===== src/rtl/byte_joining_ctrl_pkg.sv =====
// byte_joining_ctrl_pkg: state encodings, width codes and lane-count mapping shared by the controller
package byte_joining_ctrl_pkg;
  typedef enum logic [1:0] {IDLE = 2'd0, ALIGN = 2'd1, RUN = 2'd2} state_t;
  localparam logic [1:0] W_X1 = 2'd0;
  localparam logic [1:0] W_X2 = 2'd1;
  localparam int CNT_W = 4;
  function automatic logic [1:0] lanes_m1_of(input logic [1:0] w);
    return w == W_X1 ? 2'd0 : w == W_X2 ? 2'd1 : 2'd3;
  endfunction
endpackage


===== src/rtl/byte_joining_ctrl_lane_sel_cnt.sv =====
// lane_sel_cnt: lane selector for the out-reg byte mux, wrapping at the last active lane
module lane_sel_cnt (
  input  logic       clk1Mhz,
  input  logic       reset,
  input  logic       step,
  input  logic       clear,
  input  logic [1:0] lanes_m1,
  output logic [1:0] crt_3,
  output logic       last
);
  assign last = crt_3 == lanes_m1;
  always_ff @(posedge clk1Mhz)
    if (reset || clear) crt_3 <= 2'd0;
    else if (step) crt_3 <= last ? 2'd0 : crt_3 + 2'd1;
endmodule


===== src/rtl/byte_joining_ctrl.sv =====
// byte_joining_ctrl: word-sync FSM, hold/out occupancy and byte sequencing for the byte-joining datapath
module byte_joining_ctrl
  import byte_joining_ctrl_pkg::*;
#(
  parameter int STROBE_PERIOD = 4,
  parameter int ALIGN_CNT     = 2,
  parameter int MAX_GAP       = 8
) (
  input  logic       clk1Mhz,
  input  logic       reset,
  input  logic       enable,
  input  logic [1:0] width_cfg,
  input  logic       word_strobe,
  input  logic       out_ready,
  output logic       load_lanes,
  output logic       advance,
  output logic [1:0] crt_3,
  output logic       byte_valid,
  output logic       busy,
  output logic       overrun,
  output logic       sync_lost
);
  localparam logic [CNT_W-1:0] SP  = CNT_W'(STROBE_PERIOD);
  localparam logic [CNT_W-1:0] GAP = CNT_W'(MAX_GAP);
  localparam logic [CNT_W-1:0] AC1 = CNT_W'(ALIGN_CNT - 1);
  state_t state, state_n;
  logic [1:0] lanes_m1, lanes_n;
  logic [CNT_W-1:0] per_cnt, per_n, good_cnt, good_n;
  logic hold_full, hold_n, out_full, out_n, last, acc, last_acc;
  logic in_run, lost, run_ok, adv_due, load, good_period, aligned;
  lane_sel_cnt u_sel (
    .clk1Mhz (clk1Mhz),
    .reset   (reset),
    .step    (acc),
    .clear   (!run_ok || adv_due),
    .lanes_m1(lanes_m1),
    .crt_3   (crt_3),
    .last    (last)
  );
  // per_cnt holds the length of the current strobe period; it restarts at 1 on each strobe
  always_comb begin
    acc         = byte_valid && out_ready;
    last_acc    = acc && last;
    in_run      = enable && state == RUN;
    lost        = in_run && (word_strobe ? per_cnt < SP : per_cnt >= GAP);
    run_ok      = in_run && !lost;
    adv_due     = run_ok && hold_full && (!out_full || last_acc);
    load        = run_ok && word_strobe && (!hold_full || adv_due);
    hold_n      = run_ok && (load || (hold_full && !adv_due));
    out_n       = run_ok && (adv_due || (out_full && !last_acc));
    good_period = word_strobe && per_cnt == SP;
    aligned     = state == ALIGN && good_period && good_cnt == AC1;
    state_n     = !enable ? IDLE : state == IDLE ? ALIGN : aligned ? RUN : lost ? ALIGN : state;
    per_n       = (!enable || state == IDLE) ? '0 : word_strobe ? CNT_W'(1) :
                  &per_cnt ? per_cnt : per_cnt + CNT_W'(1);
    good_n      = (enable && state == ALIGN && good_period && !aligned) ? good_cnt + CNT_W'(1) :
                  (enable && state == ALIGN && !word_strobe) ? good_cnt : '0;
    lanes_n     = (state == IDLE && enable) ? lanes_m1_of(width_cfg) : lanes_m1;
  end
  // byte_valid lags out_full on a fresh fill (copy cycle) but stays high across back-to-back words
  always_ff @(posedge clk1Mhz) begin
    if (reset) begin
      state      <= IDLE;
      lanes_m1   <= 2'd0;
      per_cnt    <= '0;
      good_cnt   <= '0;
      hold_full  <= 1'b0;
      out_full   <= 1'b0;
      load_lanes <= 1'b0;
      advance    <= 1'b0;
      byte_valid <= 1'b0;
      busy       <= 1'b0;
      overrun    <= 1'b0;
      sync_lost  <= 1'b0;
    end else begin
      state      <= state_n;
      lanes_m1   <= lanes_n;
      per_cnt    <= per_n;
      good_cnt   <= good_n;
      hold_full  <= hold_n;
      out_full   <= out_n;
      load_lanes <= load;
      advance    <= adv_due;
      byte_valid <= out_full && out_n;
      busy       <= hold_n || out_n;
      overrun    <= run_ok && word_strobe && !load;
      sync_lost  <= lost;
    end
  end
endmodule


===== config.mk =====
export PLATFORM = sky130hd
export DESIGN_NAME = byte_joining_ctrl
export DESIGN_NICKNAME = d
export VERILOG_FILES = /design/src/rtl/byte_joining_ctrl_pkg.sv /design/src/rtl/byte_joining_ctrl_lane_sel_cnt.sv /design/src/rtl/byte_joining_ctrl.sv
export SDC_FILE = /design/constraint.sdc
export NUM_CORES = 1
export LEC_CHECK = 0
export CORE_MARGIN = 3
export CORE_UTILIZATION = 40
export CTS_BUF_LIST = sky130_fd_sc_hd__clkbuf_16
export DETAILED_ROUTE_END_ITERATION = 8
export SLEW_MARGIN = 10
export SYNTH_ARGS = -nofsm -noshare
export SYNTH_HDL_FRONTEND = slang
export SYNTH_SLANG_ARGS = --single-unit

===== constraint.sdc =====
create_clock -name clk1Mhz -period 1.93 [get_ports clk1Mhz]
set_clock_uncertainty 0.2 [all_clocks]
set_input_delay 0.2895 -clock clk1Mhz [delete_from_list [all_inputs] [get_ports clk1Mhz]]
set_output_delay 0.2895 -clock clk1Mhz [all_outputs]
set_load 0.01 [all_outputs]

# Yosys cells after proc, flatten, opt, wreduce, memory -nomap -nowiden
# Index checks and enable logic that the tools add are counted.
dict set report word_totals {
  ff_bits 22
  in_bits 7
  out_inout_bits 8
  word_cells 90
}
dict set report classes {
  addsub 3
  order_cmp 2
  eq_ne 8
  mux 11
  n_bitwise 1
  n_reduce_logical 50
}
# operator n
set ops {}
lappend ops {{$logic_and A1 B1 Y1} 23}
lappend ops {{$logic_not A1 Y1} 10}
lappend ops {{$mux W2} 5}
lappend ops {{$add A4 B1 Y4 const B} 2}
lappend ops {{$logic_or A1 B1 Y1} 8}
lappend ops {{$mux W4} 2}
lappend ops {{$reduce_or A3 Y1} 2}
lappend ops {{$eq A2 B1 Y1 const B} 2}
lappend ops {{$eq A4 B1 Y1 const B} 1}
lappend ops {{$eq A4 B3 Y1 const B} 1}
lappend ops {{$ge A4 B4 Y1 const B} 1}
lappend ops {{$logic_not A2 Y1} 2}
lappend ops {{$lt A4 B3 Y1 const B} 1}
lappend ops {{$mux W1} 4}
lappend ops {{$ne A2 B2 Y1 const B} 2}
lappend ops {{$reduce_and A4 Y1} 1}
lappend ops {{$reduce_or A2 Y1} 2}
lappend ops {{$reduce_bool A3 Y1} 1}
lappend ops {{$add A2 B1 Y2 const B} 1}
lappend ops {{$eq A2 B2 Y1} 1}
lappend ops {{$eq A2 B2 Y1 const B} 1}
lappend ops {{$reduce_bool A2 Y1} 1}
lappend ops {{$not A1 Y1} 1}

# Logic depth before layout (Yosys ltp)
# Gate-level depths: netlist of run 1.
dict set report depth {
  word_depth 12
  mapped_depth 5
  mapped_depth_nobuf 5
}

# By module
# A second synthesis of run 1 with hierarchy kept.
dict set report hier_totals {
  hier_cells 117
  hier_area_um2 1071.0
}
# mod n_inst cells_per_inst area_per_inst_um2 seq_area_each_um2
set modules_own_cells {}
lappend modules_own_cells {byte_joining_ctrl 1 103 944.7 400.4}
lappend modules_own_cells {lane_sel_cnt 1 14 126.4 40.0}

# Worst setup path after synthesis of run 1
# No wires, ideal clock.
dict set report synth_path {
  path_kind {register to register}
  start {register good_cnt[0]}
  end {register state[1]}
  setup_time_ps 92
  t_arrival_ps 1221
  path_slack_ps 417
  stages_incl_launch_ff 5
  n_path_buf 0
  path_cell_list {dfxtp_1 ha_1 or3b_1 nand3b_1 o32ai_1}
}
dict set report synth_between {
  elab_chain_len 3
}
# item line
set synth_rtl {}
lappend synth_rtl {{from (decl)} byte_joining_ctrl.sv:28} ;# logic [CNT_W-1:0] per_cnt, per_n, good_cnt, good_n;
lappend synth_rtl {{from (signal assigned)} byte_joining_ctrl.sv:79} ;# good_cnt <= good_n;
lappend synth_rtl {{$eq A4 B1 Y1 (*)} byte_joining_ctrl.sv:52} ;# aligned = state == ALIGN && good_period && good_cnt == AC1;
lappend synth_rtl {{$logic_and A1 B1 Y1 (*)} byte_joining_ctrl.sv:52}
lappend synth_rtl {{$mux W2 / $reduce_bool A2 Y1 (equally long branches)} --}
lappend synth_rtl {{to (signal assigned)} byte_joining_ctrl.sv:76} ;# state <= state_n;
lappend synth_rtl {{to (decl)} byte_joining_ctrl.sv:26} ;# state_t state, state_n;
# Mark *: on every way between the ends. The rest lies on a longest branch, timed or not.
# A chain may end at the register's enable or synchronous reset.

# Final worst setup path of run 1
dict set report layout_path {
  start {input word_strobe}
  end {register good_cnt[1]}
}
dict set report layout_between {
  elab_chain_len 6
}
# item line
set layout_rtl {}
lappend layout_rtl {{from (decl)} byte_joining_ctrl.sv:13} ;# input logic word_strobe,
lappend layout_rtl {{$logic_and A1 B1 Y1} byte_joining_ctrl.sv:51} ;# good_period = word_strobe && per_cnt == SP;
lappend layout_rtl {{$logic_and A1 B1 Y1 (2 in series)} byte_joining_ctrl.sv:52}
lappend layout_rtl {{$logic_not A1 Y1} byte_joining_ctrl.sv:56} ;# good_n = (enable && state == ALIGN && good_period && !aligned) ? good_cnt + CNT_W'(1) :
lappend layout_rtl {{$logic_and A1 B1 Y1} byte_joining_ctrl.sv:56}
lappend layout_rtl {{$ne A2 B2 Y1 (no source line) / $mux W4 (equally long branches)} --}
# Parallel ways exist; a longest one is shown, timed or not.

==> results_dict.tcl, run 1 <==
set metrics [dict create \
    io_buffers 14 \
    rsz0062_at_grt "no" \
    wl_per_cell_um 11.9 \
    maxCapViolCount 0 \
    firstDrtPassIters 3 \
    cts_root_buf "clkbuf_16" \
    insertion_delay_ps 260 \
    cts_tree "yes" \
    fin_crit_sh_pct 89.9 \
    ys_seq_elements 22 \
    start_kind "input port" \
    p_sw_mw 0.194 \
    critPathBufInv 2 \
    clkPwrFrac_pct 52.3 \
    grt_overflow 0 \
    wl_um 1870 \
    detail-route-antenna-nets 0 \
    power_density_nw_per_um2 797 \
    slew_headroom_pct 69.5 \
    cts_sinks 22 \
    ys.warnings.count 0 \
    slew_viol_final 0 \
    netlist_area_um2 1040 \
    grt_max_degree 14 \
    grt_pass1_wl_um 3220 \
    holdWs_ps 301 \
    worst-path-max-fanout 8 \
    dr_total_vias 812 \
    antenna_found_initial 0 \
    ys_seq_area_share_pct 42.4 \
    required_ps 1870 \
    setup_violations 0 \
    drive_gt1_share_pct 16.3 \
    synthArstFlopShare_pct 0 \
    min_from "good_cnt[3]$_SDFFE_PP0P_" \
    netlist_top_cells_count "22 x dfxtp_1, 8 x inv_1" \
    cts_buffers 3 \
    yosys.area.top_type_share_pct 42.4 \
    pwr-share-comb_pct 5.4 \
    grt_pass1_vias 745 \
    r2r_start "good_cnt[1]$_SDFFE_PP0P_" \
    syn-num-nets 115 \
    hold_viol 0 \
    peakVddDrop_uv 638 \
    finalSetupTns_ps 0 \
    cp_slowest_cell "clkdlybuf4s50_1" \
    finalCriticalPeriod_ps 1730 \
    r2r_cells 6 \
    fin_nets 141 \
    design_area_um2 1380 \
    cp_slowest_stage_delay_ps 490 \
    drcViolationCount 0 \
    synth-main-ff-cell "dfxtp_1" \
    clock.fmax_mhz 576 \
    post_cts_resized 0 \
    die_w_um 57.0 \
    r2r_end "good_cnt[0]$_SDFFE_PP0P_" \
    synth.most_common_cell "dfxtp_1" \
    hold_path_class "register to register" \
    clk_pin_slew_ps 60 \
    path_class "input port to register" \
    avgSynthCellArea_um2 10.0 \
    diodes 0 \
    post_cts_buffers 0 \
    cts_hold_buf 0 \
    synthCells 104 \
    die_h_um 57.0 \
    synth_area_leaders "dfxtp_1 42%, a2111oi_2 5.8%, ha_1 4.8%" \
    track_usage_pct 12.9 \
    worstMarginPinSlew_ps 455 \
    path_delay_family "buffers and inverters" \
    p_leak_nw 0.490 \
    end_kind "register" \
    ios 15 \
    viasPerCell 5.17 \
    yosysTopAreaCell "dfxtp_1" \
    intPower_mw 0.903 \
    synth_edf_count 0 \
    die-area_um2 3250 \
    outcome "finished, final reports clean" \
    switching_share_pct 17.6 \
    synthToLayoutAreaGrowth_pct 32.3 \
    p_total_mw 1.10 \
    dp_hpwl_um 1470 \
    place_congestion 0.796 \
    cts_buffer_depth 2 \
    hold_depth 2 \
    rows 17 \
    seq_power_share_pct 42.4 \
    initial_utilization_pct 44.4 \
    hold_path_end "good_cnt[3]$_SDFFE_PP0P_" \
    cts.htree.levels 1 \
    crit_chain "clkdlybuf4s50_1, nor4bb_1, buf_4, a41oi_2, a2111oi_2" \
    r2r_slack_ps 250 \
    core_area_um2 2340 \
    worstPathArrival_ps 1680 \
    ys_types 34 \
    dpl_cell_area_um2 1270 \
    drt-initial-drc-count 7 \
]
## logic make-up after synthesis
family / count (synthesis) / synth area share [%]
buffers and inverters: 10 / 4.09
adder cells (fa/ha/maj): 4 / 4.81
AND/OR/NAND/NOR: 36 / 22.4
multiplexers: 2 / 1.93
AO/OA/AOI/OAI: 24 / 19.4
flip-flops: 22 / 42.4
XOR/XNOR: 6 / 5.05
## sequential cells by signal (all words and copies together), names as in the netlist, 2 cells and up
name	cells
per_cnt	4
lanes_m1	2
u_sel.crt_3	2
good_cnt	4
state	2
## tightest hold or removal path, cell delays in order (launching register included)
cell and delay, ps:
dfxtp_1 320, o21ai_0 70, a211oi_1 70
## metrics by stage
step	instances	utilization [%]	setup slack (ps)
2_1_floorplan	104	-	417
3_3_place_gp	153	54.3	-35.1
3_5_place_dp	153	54.3	-78.2
4_1_cts	157	58.8	178
5_1_grt	157	58.8	20.1
6_report	157	58.8	195
## per-layer routing
layer | track usage (%) | vias up | routed length (um)
met1 | 16.1 | 363 | 956
met2 | 20.4 | 12 | 807
met5 | 0 | - | 0
met4 | 5.63 | 0 | 34
li1 | - | 433 | -
met3 | 4.07 | 4 | 74
## worst max-delay path by stage
stage                             start                        to  slack (ps)  cells past startpoint
2_1_floorplan  good_cnt[0]$_SDFFE_PP0P_     state[1]$_SDFFE_PP0P_         420                      4
3_3_place_gp                word_strobe       out_full$_SDFF_PP0_         -40                      5
3_5_place_dp                word_strobe  good_cnt[1]$_SDFFE_PP0P_         -80                      5
4_1_cts                     word_strobe  good_cnt[1]$_SDFFE_PP0P_         180                      5
5_1_grt                     word_strobe  good_cnt[1]$_SDFFE_PP0P_          20                      5
6_report                    word_strobe  good_cnt[1]$_SDFFE_PP0P_         200                      5
## area by class of cell
cell class                 count  area, um2
fill                         208        965
multi-input combinational     72        557
sequential                    22        440
timing repair buffer          23        208
clock buffer                   3       75.1
tap                           28       35.0
clock inverter                 1       30.0
inverter                       8       30.0
## power groups by stage
stage          Combinational (mW)  Clock, mW  Sequential, mW
2_1_floorplan              0.0314          0           0.473
3_3_place_gp               0.0583          0           0.475
3_5_place_dp               0.0594          0           0.475
4_1_cts                    0.0596      0.585           0.465
5_1_grt                    0.0664      0.602           0.466
6_report                   0.0587      0.573           0.465
## placed cells by master, fill, tap and decap left out, types with 2 or more instances in the layout
cell type	n
nor3b_1	4
nor3_1	4
xor2_1	5
inv_1	8
buf_4	9
nor2_1	5
a2111oi_2	4
a21oi_1	5
nand3b_1	2
nor2b_1	2
mux2i_1	2
nand2_1	3
or3_1	2
o21ai_0	4
nand3_1	5
or3b_1	2
a31oi_1	2
a211oi_1	4
dfxtp_1	22
clkdlybuf4s50_1	14
ha_1	4
clkbuf_16	3
Power figures use the tool's default switching activity.
==> inputs of run 2 (changes only) <==
Settings changed: CAP_MARGIN set to 5.
==> results of run 2 <==
Same layout as run 1: the final DEF is identical, and so are final timing and power.
